==> src/rtl/imm_gen_pkg.sv <==
// Shared opcode, immediate-format and buffer-state encodings for the
// immediate generator pipeline.
package imm_gen_pkg;

  localparam logic [6:0] OPC_LOAD      = 7'b0000011;
  localparam logic [6:0] OPC_OP_IMM    = 7'b0010011;
  localparam logic [6:0] OPC_OP_IMM_32 = 7'b0011011;
  localparam logic [6:0] OPC_JALR      = 7'b1100111;
  localparam logic [6:0] OPC_STORE     = 7'b0100011;
  localparam logic [6:0] OPC_BRANCH    = 7'b1100011;
  localparam logic [6:0] OPC_LUI       = 7'b0110111;
  localparam logic [6:0] OPC_AUIPC     = 7'b0010111;
  localparam logic [6:0] OPC_JAL       = 7'b1101111;
  localparam logic [6:0] OPC_OP        = 7'b0110011;
  localparam logic [6:0] OPC_OP_32     = 7'b0111011;

  localparam logic [2:0] F3_SLL = 3'b001;
  localparam logic [2:0] F3_SR  = 3'b101;

  typedef enum logic [2:0] {
    FMT_R   = 3'd0,
    FMT_I   = 3'd1,
    FMT_S   = 3'd2,
    FMT_B   = 3'd3,
    FMT_U   = 3'd4,
    FMT_J   = 3'd5,
    FMT_ILL = 3'd7
  } fmt_e;

  typedef enum logic [1:0] {
    ST_EMPTY = 2'd0,
    ST_ONE   = 2'd1,
    ST_TWO   = 2'd2
  } bufState_e;

endpackage

==> src/rtl/imm_gen_pipe_decode.sv <==
// Combinational immediate decoder: builds the XLEN-wide immediate, the format
// code and the illegal flag from a single instruction word.
module imm_decode
  import imm_gen_pkg::*;
#(
  parameter int XLEN = 64,
  parameter bit RV64 = (XLEN == 64)
) (
  input  logic [31:0]     instr_i,
  output logic [XLEN-1:0] imm_o,
  output fmt_e            fmt_o,
  output logic            illegal_o
);

  logic [6:0]  opcode;
  logic [2:0]  funct3;
  logic        isShift;
  logic [63:0] immI, immS, immB, immU, immJ, shamtX, shamtW, imm64;

  assign opcode  = instr_i[6:0];
  assign funct3  = instr_i[14:12];
  assign isShift = (funct3 == F3_SLL) || (funct3 == F3_SR);

  // All candidates are built at 64 bits and truncated once, so the XLEN=32
  // build needs no zero-width replications.
  assign immI   = {{52{instr_i[31]}}, instr_i[31:20]};
  assign immS   = {{52{instr_i[31]}}, instr_i[31:25], instr_i[11:7]};
  assign immB   = {{52{instr_i[31]}}, instr_i[7], instr_i[30:25], instr_i[11:8], 1'b0};
  assign immU   = {{32{instr_i[31]}}, instr_i[31:12], 12'h000};
  assign immJ   = {{44{instr_i[31]}}, instr_i[19:12], instr_i[20], instr_i[30:21], 1'b0};
  assign shamtX = (XLEN == 64) ? {58'd0, instr_i[25:20]} : {59'd0, instr_i[24:20]};
  assign shamtW = {59'd0, instr_i[24:20]};

  always_comb begin
    imm64     = '0;
    fmt_o     = FMT_ILL;
    illegal_o = 1'b1;
    case (opcode)
      OPC_LOAD, OPC_JALR: begin
        imm64 = immI; fmt_o = FMT_I; illegal_o = 1'b0;
      end
      OPC_OP_IMM: begin
        imm64 = isShift ? shamtX : immI; fmt_o = FMT_I; illegal_o = 1'b0;
      end
      OPC_OP_IMM_32: begin
        if (RV64) begin
          imm64 = isShift ? shamtW : immI; fmt_o = FMT_I; illegal_o = 1'b0;
        end
      end
      OPC_STORE: begin
        imm64 = immS; fmt_o = FMT_S; illegal_o = 1'b0;
      end
      OPC_BRANCH: begin
        imm64 = immB; fmt_o = FMT_B; illegal_o = 1'b0;
      end
      OPC_LUI, OPC_AUIPC: begin
        imm64 = immU; fmt_o = FMT_U; illegal_o = 1'b0;
      end
      OPC_JAL: begin
        imm64 = immJ; fmt_o = FMT_J; illegal_o = 1'b0;
      end
      OPC_OP: begin
        fmt_o = FMT_R; illegal_o = 1'b0;
      end
      OPC_OP_32: begin
        if (RV64) begin
          fmt_o = FMT_R; illegal_o = 1'b0;
        end
      end
      default: ;
    endcase
  end

  assign imm_o = imm64[XLEN-1:0];

endmodule

==> src/rtl/imm_gen_pipe.sv <==
// Immediate generator with a two-entry skid buffer: decodes on the way in and
// holds up to two results while the consumer stalls.
module imm_gen_pipe
  import imm_gen_pkg::*;
#(
  parameter int XLEN = 64,
  parameter bit RV64 = (XLEN == 64)
) (
  input  logic            clk,
  input  logic            rst,
  input  logic            in_valid,
  output logic            in_ready,
  input  logic [31:0]     in_instr,
  input  logic            flush,
  output logic            out_valid,
  input  logic            out_ready,
  output logic [XLEN-1:0] out_imm,
  output logic [2:0]      out_fmt,
  output logic            out_illegal,
  output logic [31:0]     out_instr
);

  logic [XLEN-1:0] decImm;
  fmt_e            decFmt;
  logic            decIll;

  bufState_e       state_q, state_d;
  logic            inReady_q;
  logic [XLEN-1:0] mainImm_q, skidImm_q;
  logic [2:0]      mainFmt_q, skidFmt_q;
  logic            mainIll_q, skidIll_q;
  logic [31:0]     mainInstr_q, skidInstr_q;

  logic inXfer, outXfer, loadMain, loadSkid, skidToMain;

  imm_decode #(.XLEN(XLEN), .RV64(RV64)) u_decode (
    .instr_i   (in_instr),
    .imm_o     (decImm),
    .fmt_o     (decFmt),
    .illegal_o (decIll)
  );

  assign inXfer  = in_valid && inReady_q;
  assign outXfer = (state_q != ST_EMPTY) && out_ready;

  // Flush wins over everything, including an input accepted in the same cycle.
  always_comb begin
    state_d    = state_q;
    loadMain   = 1'b0;
    loadSkid   = 1'b0;
    skidToMain = 1'b0;
    case (state_q)
      ST_EMPTY: if (inXfer) begin state_d = ST_ONE; loadMain = 1'b1; end
      ST_ONE: begin
        if (inXfer && outXfer)  loadMain = 1'b1;
        else if (inXfer)        begin state_d = ST_TWO; loadSkid = 1'b1; end
        else if (outXfer)       state_d = ST_EMPTY;
      end
      ST_TWO: if (outXfer) begin state_d = ST_ONE; skidToMain = 1'b1; end
      default: state_d = ST_EMPTY;
    endcase
    if (flush) begin
      state_d    = ST_EMPTY;
      loadMain   = 1'b0;
      loadSkid   = 1'b0;
      skidToMain = 1'b0;
    end
  end

  always_ff @(posedge clk or posedge rst) begin
    if (rst) begin
      state_q     <= ST_EMPTY;
      inReady_q   <= 1'b0;
      mainImm_q   <= '0;
      mainFmt_q   <= '0;
      mainIll_q   <= 1'b0;
      mainInstr_q <= '0;
      skidImm_q   <= '0;
      skidFmt_q   <= '0;
      skidIll_q   <= 1'b0;
      skidInstr_q <= '0;
    end else begin
      state_q   <= state_d;
      inReady_q <= (state_d != ST_TWO);
      if (loadMain) begin
        mainImm_q   <= decImm;
        mainFmt_q   <= decFmt;
        mainIll_q   <= decIll;
        mainInstr_q <= in_instr;
      end else if (skidToMain) begin
        mainImm_q   <= skidImm_q;
        mainFmt_q   <= skidFmt_q;
        mainIll_q   <= skidIll_q;
        mainInstr_q <= skidInstr_q;
      end
      if (loadSkid) begin
        skidImm_q   <= decImm;
        skidFmt_q   <= decFmt;
        skidIll_q   <= decIll;
        skidInstr_q <= in_instr;
      end
    end
  end

  assign in_ready    = inReady_q;
  assign out_valid   = (state_q != ST_EMPTY);
  assign out_imm     = mainImm_q;
  assign out_fmt     = mainFmt_q;
  assign out_illegal = mainIll_q;
  assign out_instr   = mainInstr_q;

endmodule

==> config.mk <==
export PLATFORM = sky130hd
export DESIGN_NAME = imm_gen_pipe
export DESIGN_NICKNAME = d
export VERILOG_FILES = /design/src/rtl/imm_gen_pkg.sv /design/src/rtl/imm_gen_pipe_decode.sv /design/src/rtl/imm_gen_pipe.sv
export SDC_FILE = /design/constraint.sdc
export NUM_CORES = 1
export LEC_CHECK = 0
export CORE_MARGIN = 2
export CORE_UTILIZATION = 35
export CTS_CLUSTER_DIAMETER = 30
export DETAILED_ROUTE_END_ITERATION = 10
export PLACE_DENSITY = 0.68
export SYNTH_ARGS = -nofsm -noshare
export SYNTH_HDL_FRONTEND = slang
export SYNTH_SLANG_ARGS = --single-unit
==> constraint.sdc <==
create_clock -name clk -period 6.5 [get_ports clk]
set_input_delay 1.3 -clock clk [delete_from_list [all_inputs] [get_ports clk]]
set_output_delay 1.3 -clock clk [all_outputs]
set_load 0.02 [all_outputs]
[Yosys cells after proc, flatten, opt, wreduce, memory -nomap -nowiden]
Cells that the tools add are included.
Word-level totals
  register bits after elaboration: 203
  bits of input ports: 37
  output and inout port bits: 102
  word-level logic and storage cells: 68
Cells by class
  equal/unequal tests: 16
  multiplexer cells: 30
  reductions and logical operators: 12
Operators by type and width (count)
  case mux 64 bit (7 select lines): 1
  two-way mux 64 bit: 4
  two-way mux 32 bit: 2
  equality test 7 x 6 -> 1 bit, second input constant: 4
  equality test 7 x 5 -> 1 bit, second input constant: 3
  equality test 7 bit, second input constant: 3
  case mux 3 bit (6 select lines): 1
  two-way mux 1 bit: 12
  two-way mux 2 bit: 6
  OR reduction 11 bit: 1
  equality test 7 x 2 -> 1 bit, second input constant: 1
  two-way mux 3 bit: 2
  case mux 2 bit (3 select lines): 1
  OR reduction 2 bit: 3
  nonzero test 2 bit: 2
  OR reduction 4 bit: 1
  equality test 3 x 1 -> 1 bit, second input constant: 1
  equality test 3 bit, second input constant: 1
  logical AND 1 bit: 3
  equality test 2 x 1 -> 1 bit, second input constant: 1
  equality test 2 bit, second input constant: 1
  zero test 2 bit: 1
  != test 2 bit, second input constant: 1
  case mux 1 bit (2 select lines): 1
  logical OR 1 bit: 1

[Logic depth before layout (Yosys ltp)]
  depth in word-level cells: 8
  depth in mapped cells: 7
  gate-level depth less buffers: 4

[Cells and area by module]
From an unflattened synthesis, not the netlist that was laid out.
Second synthesis, totals
  cells, all modules: 783
  area total of the unflattened synthesis: 9471.6 um^2
Modules (own cells, without submodules)
  imm_gen_pipe: instances 1, cells each 663, area an instance 8619.5 um^2, sequential area each 5079.9 um^2
  imm_decode: instances 1, cells each 120, area an instance 852.1 um^2, sequential area each 0.0 um^2

[Worst setup path after synthesis]
No wires, ideal clock.
  kind: input -> register
  start: in in_instr[6]
  end: reg skidImm_q[12]
  setup time: 0.067 ns
  arrival time: 2.492 ns
  data required time: 6.433 ns
  setup slack: 3.941 ns
  stages: 5
  buffers on the path: 1
  cells stage by stage: buf_2 > nor2b_1 > or4b_4 > a21oi_4 > a221o_1
Between the ends
  word-level cells in the longest chain between the ends: 3
  elaborated cells on any way between the ends: 12
  those cells by class: eq/ne (9); mux (1); reduce/logical (2)
Ends and longest elaborated chain
  from (decl): line imm_gen_pipe.sv:13  | input logic [31:0] in_instr,
  equality test 7 x 6 -> 1 bit (tied with other cells): line imm_gen_pipe_decode.sv:38  | case (opcode)
  OR reduction 2 bit (on tied branches)
  case mux 64 bit (7 select lines) (*): line imm_gen_pipe_decode.sv:38
  to (signal assigned): line imm_gen_pipe.sv:97  | skidImm_q <= decImm;
  to (decl): line imm_gen_pipe.sv:29  | logic [XLEN-1:0] mainImm_q, skidImm_q;
Every way passes the cells marked *; elsewhere a longest branch is shown, timed or not.
A chain may end at the register's enable or synchronous reset.

[Worst setup path after layout]
  start: in flush
  end: reg mainImm_q[14], in the netlist out_imm[14]
Between the ends
  word-level cells in the longest chain between the ends: 2
  elaborated cells on any way between the ends: 4
  those cells by class: mux (3); reduce/logical (1)
Ends and longest elaborated chain
  from (decl): line imm_gen_pipe.sv:14  | input logic flush,
  two-way mux 1 bit: line imm_gen_pipe.sv:62  | if (flush) begin
  two-way mux 64 bit or nonzero test 2 bit (tied branches)
  to (signal assigned): line imm_gen_pipe.sv:86  | mainImm_q <= decImm;
  to (signal assigned): line imm_gen_pipe.sv:91  | mainImm_q <= skidImm_q;
  to (decl): line imm_gen_pipe.sv:29
Parallel ways exist; a longest one is shown, timed or not.

==> flow_metrics.env <==
export IMPL_leakagePower_nw=3.839
export IMPL_numPlacedInstances=970
export IMPL_drt_first_iter_violations=356
export IMPL_numCtsBuffers=17
export IMPL_clk_pin_slew_ps=50
export IMPL_row_count=49
export IMPL_slowest_stage="nor2_1"
export IMPL_fillers=1664
export IMPL_finalCritPeriodShare=0.5792
export IMPL_synth_xor_area_share=0
export IMPL_place_gp_congestion=0.8008
export IMPL_ys_warnings_count=0
export IMPL_slew_headroom=0.2037
export IMPL_required_ps=6850
export IMPL_grt_start_max_net_pins=96
export IMPL_fp_dieArea_um2=19320
export IMPL_grt_usage=0.1749
export IMPL_num_nets_final=797
export IMPL_synthAdderAreaFrac=0
export IMPL_crit_type="in2reg"
export IMPL_cts_sinks=139
export IMPL_max_freq_mhz=265.6
export IMPL_synth_simple_area_share=0.1999
export IMPL_clockBufferDepth=2
export IMPL_finalSetupViolCount=0
export IMPL_max_cap_violations=0
export IMPL_grt_pass1_wl_um=26960
export IMPL_run_status="finished clean"
export IMPL_worstPathCellList="clkdlybuf4s50_1 > nor4bb_1 > buf_4 > nand2_1 > nor2_1 > a211o_1"
export IMPL_syn_inst=668
export IMPL_port_buffers=138
export IMPL_cts_tree="yes"
export IMPL_cts_setup_buffers=0
export IMPL_antenna_found_initial=0
export IMPL_synth_top_family_by_area="simple AND/OR/NAND/NOR gates"
export IMPL_avgViaCountPerCell=5.264
export IMPL_critical_path_buf_inv_count=2
export IMPL_drt_wl_total_um=16930
export IMPL_hold_slack_ps=472.8
export IMPL_start_util=0.3562
export IMPL_core_area_um2=17900
export IMPL_worst_clock_skew_ps=6.161
export IMPL_critical_path_max_stage_delay_ps=740
export IMPL_drive_above_1_share=0.07245
export IMPL_seq_area_frac_synth=0.5454
export IMPL_arrival_ps=4120
export IMPL_critPathCaptureType="register"
export IMPL_num_io_pins=139
export IMPL_crit_fanout=35
export IMPL_synthMuxAreaShare=0.02040
export IMPL_synth_ff_type="dfrtp_1"
export IMPL_grt_setup_unrepaired="no"
export IMPL_syn_cell_area_um2=6377
export IMPL_multiInputGateArea_um2=2490
export IMPL_vias=5275
export IMPL_slew_viol_final=0
export IMPL_async_flop_share=1.000
export IMPL_fin_crit_ps=3765
export IMPL_synth_seq_cells=139
export IMPL_hold_buffers=0
export IMPL_drtPass1Iterations=5
export IMPL_cts_root_buf="clkbuf_16"
export IMPL_powerDensity_nw_per_um2=309.2
export IMPL_wl_per_cell_um=16.89
export IMPL_place_hpwl_um=11080
export IMPL_ys_types=48
export IMPL_htree_levels=4
export IMPL_tns_ps=0
export IMPL_syn2layout_area_growth_pct=31.18
export IMPL_ant_nets=0
export IMPL_die_y_um=139.0
export IMPL_start_kind="input port"
export IMPL_die_w_um=139.0
export IMPL_insertion_delay_ps=420
export IMPL_antenna_cells=0
export IMPL_seq_area_um2=3478
export IMPL_drc=0
export IMPL_synth_compound_area_share=0.1666
export IMPL_synth_nets=705
export IMPL_tightest_slew_ps=1191
export IMPL_instances_no_fill=1002
export IMPL_vdd_drop_max_v=0.0002010
export IMPL_grt_pass1_vias=4936
export IMPL_min_path_type="reg2reg"
export IMPL_path_delay_family="simple AND/OR/NAND/NOR gates"
export IMPL_cts_resized_gates=0
export IMPL_gr_total_overflow=0
export IMPL_hold_viol=0
export IMPL_synth_edf_count=0
export IMPL_syn_area_per_cell_um2=9.547
final timing paths:
path | startpoint | to | cells after the start | slack [ps]
worst max-delay path | flush | out_imm[14] | 6 | 2740
worst min-delay path | skidInstr_q[19] | skidInstr_q[19] | 2 | 470
worst max register to register | state_q[1] | out_imm[14] | 5 | 3820
worst min register to register | skidInstr_q[19] | skidInstr_q[19] | 2 | 470
max in group asynchronous | rst | out_imm[0] | 3 | 3960
min in group asynchronous | rst | in_ready | 2 | 1440
state kept, by name, indices dropped and copies added, names as in the netlist:
name and cells:
in_ready 1, out_fmt 3, out_illegal 1, out_imm 32, out_instr 32, skidFmt_q 3
skidIll_q 1, skidImm_q 32, skidInstr_q 32, state_q 2
cell usage in the layout (no fill, tap or decap), types with 2 or more instances in the layout:
| cell | instances |
|---|---|
| nand2_1 | 216 |
| dfrtp_1 | 139 |
| clkdlybuf4s50_1 | 138 |
| a22oi_1 | 41 |
| o21ai_0 | 34 |
| a221o_1 | 23 |
| nand3_1 | 19 |
| clkbuf_16 | 17 |
| a21oi_1 | 16 |
| nor2_1 | 13 |
| mux2i_1 | 13 |
| buf_4 | 11 |
| a211o_1 | 10 |
| nor2b_1 | 7 |
| nor3_1 | 7 |
| and3_1 | 6 |
| clkbuf_8 | 5 |
| a31oi_1 | 4 |
| inv_6 | 4 |
| nand2b_1 | 3 |
| a21oi_4 | 3 |
| a211oi_1 | 3 |
| or3_1 | 3 |
| bufinv_16 | 3 |
| nand3b_1 | 2 |
| nor3_4 | 2 |
| inv_1 | 2 |
| nand4b_1 | 2 |
| nand4bb_1 | 2 |
| clkbuf_1 | 2 |
through the flow:
stage | setup slack, ps | util | power, W | area (um2)
6_report | 2735 | 0.4673 | 0.002587 | 8366
5_1_grt | 2466 | 0.4673 | 0.002699 | 8366
4_1_cts | 2725 | 0.4673 | 0.002609 | 8366
3_5_place_dp | 2307 | 0.4321 | 0.001574 | 7735
3_3_place_gp | 2405 | 0.4321 | 0.001565 | 7735
2_1_floorplan | 1475 | - | 0.001351 | 6377
tightest hold or removal path: cells and delay by family, from the launching register on:
family | cells | cell delay [ps]
DFF | 1 | 340
and+or+nand+nor | 2 | 110
routing by layer:
layer,GRT usage,up-vias,share of wire
li1,-,2483,-
met1,0.2487,2600,0.47
met2,0.2600,178,0.46
met3,0.04420,14,0.058
met4,0.06167,0,0.014
met5,0,-,0
cell type report:
| cell class | count | share of cell area |
|---|---|---|
| Timing Repair Buffer | 149 | 0.1750 |
| Tap cell | 229 | 0.03425 |
| Clock buffer | 24 | 0.05998 |
| Clock inverter | 8 | 0.01541 |
| Sequential cell | 139 | 0.4158 |
| Multi-Input combinational cell | 450 | 0.2976 |
| Inverter | 3 | 0.001944 |
Yosys cell counts (2+ instances only):
library cell,n,share of area
a211o_1,10,0.014
a211oi_1,3,0.0035
a21oi_1,16,0.013
a21oi_4,2,0.0051
a221o_1,23,0.036
a22oi_1,41,0.048
a31oi_1,4,0.0039
and3_1,6,0.0059
buf_1,5,0.0029
buf_2,12,0.0094
buf_4,32,0.038
clkbuf_1,27,0.016
dfrtp_1,139,0.55
inv_1,3,0.0018
mux2i_1,13,0.020
nand2_1,217,0.13
nand2b_1,3,0.0029
nand3_1,19,0.015
nand3b_1,2,0.0024
nand4b_1,2,0.0027
nand4bb_1,2,0.0035
nor2_1,13,0.0077
nor2b_1,7,0.0069
nor3_1,7,0.0055
nor3_2,2,0.0031
o21ai_0,34,0.027
or3_1,3,0.0029
cells by family after synthesis:
family                 Yosys count
and+or+nand+nor                292
buffers and inverters           79
muxes                           13
AOI/OAI and AO/OA              145
DFF                            139
where the power goes:
group / total, W / internal (W) / leakage, nW / switching (W)
registers: 0.00108 / 0.000999 / 1.78 / 0.0000794
logic: 0.000480 / 0.000220 / 1.75 / 0.000261
clock network: 0.00103 / 0.000658 / 0.308 / 0.000370
No activity file was read; power rests on OpenSTA's default activity.
